--- src/rtl/fifo_pkg.sv ---
// Shared helpers for the FIFO controller: derived widths and the per-cycle operation encoding.
package fifo_pkg;

    // Occupancy has to hold the value depth itself, so it needs one more bit than the address
    function automatic int cnt_width(input int addr_bits);
        return addr_bits + 1;
    endfunction

    function automatic int depth_of(input int addr_bits);
        return 1 << addr_bits;
    endfunction

    typedef enum logic [1:0] {
        OP_NONE = 2'b00,
        OP_PUSH = 2'b01,
        OP_POP  = 2'b10,
        OP_BOTH = 2'b11
    } fifo_op_e;

endpackage

--- src/rtl/fifo_ptr.sv ---
// Wrapping address counter used for both the write and the read pointer.
module fifo_ptr #(
    parameter int AddrBits = 3
) (
    input  logic                clk_i,
    input  logic                rst_i,
    input  logic                inc_i,
    output logic [AddrBits-1:0] ptr_o
);

    // The counter wraps from depth-1 back to 0 through natural overflow
    always_ff @(posedge clk_i) begin
        if (rst_i) begin
            ptr_o <= '0;
        end else if (inc_i) begin
            ptr_o <= ptr_o + AddrBits'(1);
        end
    end

endmodule

--- src/rtl/fifo_ctrl.sv ---
// FIFO pointer and flag controller: gates pushes and pops, drives the storage addresses,
// and keeps occupancy along with the full/empty/almost flags registered beside it.
module fifo_ctrl
    import fifo_pkg::*;
#(
    parameter int AddrBits      = 3,
    parameter int AlmostFullTh  = 6,
    parameter int AlmostEmptyTh = 2
) (
    input  logic                clk_i,
    input  logic                rst_i,
    input  logic                wr_i,
    input  logic                rd_i,
    output logic                wr_en_o,
    output logic [AddrBits-1:0] w_addr_o,
    output logic [AddrBits-1:0] r_addr_o,
    output logic                full_o,
    output logic                empty_o,
    output logic                almost_full_o,
    output logic                almost_empty_o,
    output logic [AddrBits:0]   count_o,
    output logic                overflow_o,
    output logic                underflow_o
);

    localparam int CntW = cnt_width(AddrBits);
    localparam logic [CntW-1:0] Depth = CntW'(depth_of(AddrBits));
    localparam logic [CntW-1:0] AfTh  = CntW'(AlmostFullTh);
    localparam logic [CntW-1:0] AeTh  = CntW'(AlmostEmptyTh);

    logic            push_ok;
    logic            pop_ok;
    fifo_op_e        op;
    logic [CntW-1:0] count_next;

    // Acceptance is decided from the registered flags, so a full FIFO still takes a pop
    assign push_ok = wr_i & ~full_o;
    assign pop_ok  = rd_i & ~empty_o;
    assign wr_en_o = push_ok;

    always_comb begin
        op         = fifo_op_e'({pop_ok, push_ok});
        count_next = count_o;
        unique case (op)
            OP_PUSH: count_next = count_o + CntW'(1);
            OP_POP:  count_next = count_o - CntW'(1);
            OP_NONE: count_next = count_o;
            OP_BOTH: count_next = count_o;
        endcase
    end

    // Flags come from the next count, so they change on the same edge as count_o
    always_ff @(posedge clk_i) begin
        if (rst_i) begin
            count_o        <= '0;
            full_o         <= 1'b0;
            empty_o        <= 1'b1;
            almost_full_o  <= 1'b0;
            almost_empty_o <= 1'b1;
            overflow_o     <= 1'b0;
            underflow_o    <= 1'b0;
        end else begin
            count_o        <= count_next;
            full_o         <= (count_next == Depth);
            empty_o        <= (count_next == '0);
            almost_full_o  <= (count_next >= AfTh);
            almost_empty_o <= (count_next <= AeTh);
            overflow_o     <= wr_i & full_o;
            underflow_o    <= rd_i & empty_o;
        end
    end

    fifo_ptr #(.AddrBits(AddrBits)) u_wptr (
        .clk_i (clk_i),
        .rst_i (rst_i),
        .inc_i (push_ok),
        .ptr_o (w_addr_o)
    );

    fifo_ptr #(.AddrBits(AddrBits)) u_rptr (
        .clk_i (clk_i),
        .rst_i (rst_i),
        .inc_i (pop_ok),
        .ptr_o (r_addr_o)
    );

endmodule

--- config.mk ---
export PLATFORM = sky130hd
export DESIGN_NAME = fifo_ctrl
export DESIGN_NICKNAME = d
export VERILOG_FILES = /design/src/rtl/fifo_pkg.sv /design/src/rtl/fifo_ptr.sv /design/src/rtl/fifo_ctrl.sv
export SDC_FILE = /design/constraint.sdc
export NUM_CORES = 1
export LEC_CHECK = 0
export ABC_AREA = 1
export CAP_MARGIN = 15
export CORE_MARGIN = 10
export CORE_UTILIZATION = 49
export CTS_CLUSTER_DIAMETER = 150
export CTS_CLUSTER_SIZE = 10
export DETAILED_ROUTE_END_ITERATION = 8
export PLACE_DENSITY = 0.88
export SLEW_MARGIN = 10
export SYNTH_ARGS = -nofsm -noshare
export SYNTH_HDL_FRONTEND = slang
export SYNTH_SLANG_ARGS = --single-unit
--- constraint.sdc ---
create_clock -name clk_i -period 3.4 [get_ports clk_i]
set_clock_uncertainty 0.05 [all_clocks]
set_input_delay 1.02 -clock clk_i [delete_from_list [all_inputs] [get_ports clk_i]]
set_output_delay 1.02 -clock clk_i [all_outputs]
set_load 0.1 [all_outputs]
== Word-level counts from Yosys, hierarchy flattened ==
Cells that the tools add are included.
Cells by class
  reduce and logical (&&, ||, !) cells: 3
  eq/ne operators: 4
  $lt $le $gt $ge: 2
  bitwise operators: 6
  mux-type cells: 1
  $add $sub $neg: 4
Operators by type and width (count)
  $pmux 4 s3: 1
  $add 3x1->3 const B: 2
  $add 4x1->4 const B: 1
  $and 1x1->1: 4
  $eq 2x2->1 const B: 2
  $eq 4x4->1 const B: 1
  $ge 4x3->1 const B: 1
  $le 4x2->1 const B: 1
  $logic_not 4->1: 1
  $sub 4x1->4 const B: 1
  $eq 2x1->1 const B: 1
  $logic_not 2->1: 1
  $not 1->1: 2
  $reduce_or 2->1: 1
Word-level totals
  logic and storage cells: 29
  register bits after elaboration: 16
  input port bits: 4

== Logic depth before layout (Yosys ltp) ==
Gate-level depths: netlist of run 1.
  depth after elaboration: 6
  gate-level depth with buffers: 15
  gate-level depth less buffers: 15

== Hierarchy ==
A second synthesis of run 1 with hierarchy kept.
Second synthesis, totals
  cell total of the unflattened synthesis: 110
  area total of the unflattened synthesis: 767.0 um^2
Modules (own cells, without submodules)
  fifo_ctrl: area an instance 516.7 um^2, instances 1, cells each 76, seq. area each 200.2 um^2
  fifo_ptr: area an instance 125.1 um^2, instances 2, cells each 17, seq. area each 60.1 um^2

== Least setup slack after synthesis of run 1 ==
Ideal clock, no wire load.
  path type: reg2reg
  start point: reg full_o
  end point: reg empty_o
  slack: 0.691 ns
  setup time: 0.119 ns
  data arrival time: 2.540 ns
  stages on the path, launching flop included: 13
  cells stage by stage: dfxtp_1 > inv_1 > nand2_4 > ha_1 > nand2_1 > inv_1 > nor2_4 > ha_1 > inv_1 > o21ai_0 > nor2_1 > nand2_1 > o21bai_1
Between the ends
  word-level cells in the longest chain between the ends: 6
  elaborated cells between the ends (all ways): 9
  classes of those cells: 3 x eq/ne; 1 x mux; 2 x bitwise; 3 x reduce/logical
Ends and longest elaborated chain
  from (decl): RTL line fifo_ctrl.sv:17  | output logic full_o,
  from (signal assigned): RTL line fifo_ctrl.sv:64  | full_o <= (count_next == Depth);
  $not 1->1 (*): RTL line fifo_ctrl.sv:37  | assign push_ok = wr_i & ~full_o;
  $and 1x1->1 (*): RTL line fifo_ctrl.sv:37
  $eq 2x2->1 or $logic_not 2->1 (tied branches): RTL line fifo_ctrl.sv:44  | unique case (op)
  $reduce_or 2->1 (no line)
  $pmux 4 s3 (*): RTL line fifo_ctrl.sv:44
  $logic_not 4->1 (*): RTL line fifo_ctrl.sv:65  | empty_o <= (count_next == '0);
  to (signal assigned): RTL line fifo_ctrl.sv:65
  to (decl): RTL line fifo_ctrl.sv:18  | output logic empty_o,
Mark *: on every way between the ends. The rest lies on a longest branch, timed or not.
A chain may end at the register's enable or synchronous reset.

== Worst setup path after layout of run 1 ==
  start point: in wr_i
  end point: out wr_en_o
Between the ends
  word-level cells in the longest chain between the ends: 1
Ends and longest elaborated chain
  from (decl): RTL line fifo_ctrl.sv:12  | input logic wr_i,
  $and 1x1->1: RTL line fifo_ctrl.sv:37
  to (decl): RTL line fifo_ctrl.sv:14  | output logic wr_en_o,
No other way between the ends.

==> results.md, run 1 <==
* Peak supply drop at around 0.52 mV
* Hold Buf Count CTS at 0
* Final hold viol count at 0
* Worst slack, placed at approximately 0.18 ns
* Flops & latches, synth at 16
* Drt drc at 0
* Biggest area consumer among synthesized cells: dfxtp_1
* Pwr Density at between 800 and 900 mW/mm²
* H-Tree Depth at 1
* Setup CP Type: in2out
* CP Max Fanout at 6
* Unrepaired setup endpoints after global routing: no
* Largest net degree at the start of global routing at 11
* Area grow syn2layout at 29.43%
* Row count at 14
* # Post-CTS Setup Buffers at 0
* Die W at roughly 60 µm
* Die span in y at 59.63 µm
* Top-area cell type share of the netlist area at 0.4163
* Ports at 21
* Post-CTS Resized at 0
* Root Buffer: clkbuf_4
* Worst Path Arrival at 1.94 ns
* Fmax at 0.3323 GHz
* Seq/Total Area, Yosys at 0.4163
* Die ar. at between 0.003 and 0.004 mm²
* Synth Net Count at around 110
* Wirelength, routed at ~1700 µm
* Vias at 707
* Core area at 0.001489 mm²
* Mapped Cells at 101
* Gr usage total at 0.09979
* TritonCTS Buffers at 3
* CTS Buffer Depth at 2
* CP Data Required Time at around 2.3 ns
* Mapped Area at approximately 770 µm²
* Leak at approximately 0.0005 µW
* Post-route ant nets at 0
* Relative slew slack at 0.7407
* Hold Crit Class: reg2reg
* Setup TNS at 0 ns
* CTS tree: yes
* Final Max Slew Viols at 0
* # port buffers at 20
* GP Congestion at 0.8709
* Final setup viols at 0
* Fin crit share at 0.8852
* Routed WL per cell at around 12 µm
* Initial core utilization at 0.5168
* Pre-antenna DRT Iters at 4
* Multi-input gate area at 374.1 µm²
* Area post-placement at ~960 µm²
* Status: finished clean
* Worst-skew pair later-pin latency at between 0.2 and 0.3 ns
* CTS sink cnt at 16
* Min cycle time layout at roughly 3.0 ns
* Fin nets at roughly 130
* Max Cap Violations at 0
* Vias in the first global route at a little under 700
* Syn Area/Cell at ~7.6 µm²
* Final setup margin at roughly 0.4 ns
* DRT iter0 DRCs at 10
* Area contributors post-synth: dfxtp_1 42%, nand2_1 10%, inv_1 7.8%
* Worst setup SP type: input port
* Ys Warns at 0
* Share of layout cells above drive strength 1 at 0.2720
* Filler instances at 131
* Worst-margin pin slew at 0.3849 ns
* Final Cell Area at roughly 1000 µm²
* Initial antenna violation count at 0
* Vias/cell at roughly 5.0
* Element type at the critical path end: output port
* Clk pin slew, worst setup/hold paths at 0.10 ns
* DP HPWL at ~1400 µm
* Register Area at approximately 320 µm²
* Post-synthesis cell type count at 19
* GRT overflow at 0
* Diodes inserted at 0
* First-pass GRT wire length at approximately 2700 µm
-- through the flow --
stage                     power, µW  cells  hold slack (ns)  utilization
final                         886.9    141           0.4130       0.6689
after global routing          928.3    141           0.4403       0.6689
after CTS                     890.2    141           0.4127       0.6689
after detailed placement      764.0    137           0.3966       0.6445
after global placement        754.5    137           0.3946       0.6445
after floorplan               661.1    101           0.8313            -
-- layout make-up --
type                            count  area share
Clock buffer                        4     0.03643
Inverter                           18     0.06784
Multi-Input combinational cell     66      0.3756
Sequential cell                    16      0.3216
Tap cell                           16     0.02010
Timing Repair Buffer               21      0.1784
-- routing by layer --
layer | global-route usage | wire, µm | vias up
li1 | - | - | 358
met1 | 0.09013 | 667 | 318
met2 | 0.1828 | 892 | 26
met3 | 0.04506 | 158 | 5
met4 | 0.04808 | 30 | 0
met5 | 0 | 0 | -
-- layout by cell type (no fill, tap or decap) --
cell type,n
o21bai_1,2
nor2_2,2
nand2_2,3
nand2_4,1
buf_4,17
inv_2,2
buf_12,1
dfxtp_1,16
nor2_1,12
clkbuf_8,1
inv_1,16
clkbuf_4,3
a21oi_1,2
clkdlybuf4s50_1,3
ha_1,4
nand3_2,2
xor2_1,3
nand2_1,21
nor2_4,2
nor3_1,1
nand4_1,3
nand3_1,5
o21ai_0,3
-- cells by family (layout without fill, tap and decap cells) --
family / after synthesis / after routing / synth area share
adder cells (fa/ha/maj): 4 / 4 / 0.06504
flip-flops: 16 / 16 / 0.4163
AND/OR/NAND/NOR: 52 / 52 / 0.3349
AO/OA/AOI/OAI: 7 / 7 / 0.05202
XOR/XNOR: 3 / 3 / 0.03415
buffers and inverters: 19 / 43 / 0.09757
-- state kept, by name (all words and copies together) (netlist names) --
name / count
u_wptr.ptr_o: 3
u_rptr.ptr_o: 3
underflow_o: 1
full_o: 1
overflow_o: 1
almost_empty_o: 1
empty_o: 1
almost_full_o: 1
count_o: 4
-- Yosys cell counts --
library cell  instances
o21ai_0               3
ha_1                  4
nand2_1              21
a21oi_1               2
nand4_1               3
nor3_1                1
o21bai_1              2
nor2_2                2
dfxtp_1              16
buf_4                 1
inv_1                16
nand3_1               5
nand2_4               1
nor2_1               12
nor2_4                2
nand3_2               2
nand2_2               3
inv_2                 2
xor2_1                3
-- worst paths after layout --
check                                startpoint               to  slack [ns]  depth (start not counted)
worst max-delay path                       wr_i          wr_en_o        0.39                          4
worst min-delay path            u_wptr.ptr_o[2]  u_wptr.ptr_o[2]        0.41                          2
worst max register to register           full_o          empty_o        1.32                         12
worst min register to register  u_wptr.ptr_o[2]  u_wptr.ptr_o[2]        0.41                          2
-- worst max-delay path, cell delays in order --
cell and delay [ns]:
clkdlybuf4s50_1 0.52, nand2_4 0.10, inv_2 0.12, buf_12 0.18
-- where the power goes --
group	switching (µW)	leakage (µW)	internal (µW)	total, µW
sequential	32.2	0.000131	223	256
clock	62.4	0.0000210	65.3	128
combinational	391	0.000352	112	504
total	486	0.000504	401	887
No activity file was read; power rests on OpenSTA's default activity.
==> run 2, diff against run 1 <==
--- a/config.mk
+++ b/config.mk
@@ -12,6 +12,7 @@
 export CTS_CLUSTER_DIAMETER = 150
 export CTS_CLUSTER_SIZE = 10
 export DETAILED_ROUTE_END_ITERATION = 8
+export HOLD_SLACK_MARGIN = 0.02
 export PLACE_DENSITY = 0.88
 export SLEW_MARGIN = 10
 export SYNTH_ARGS = -nofsm -noshare
==> results of run 2 <==
No change in the layout: final DEF, timing and power equal those of run 1.
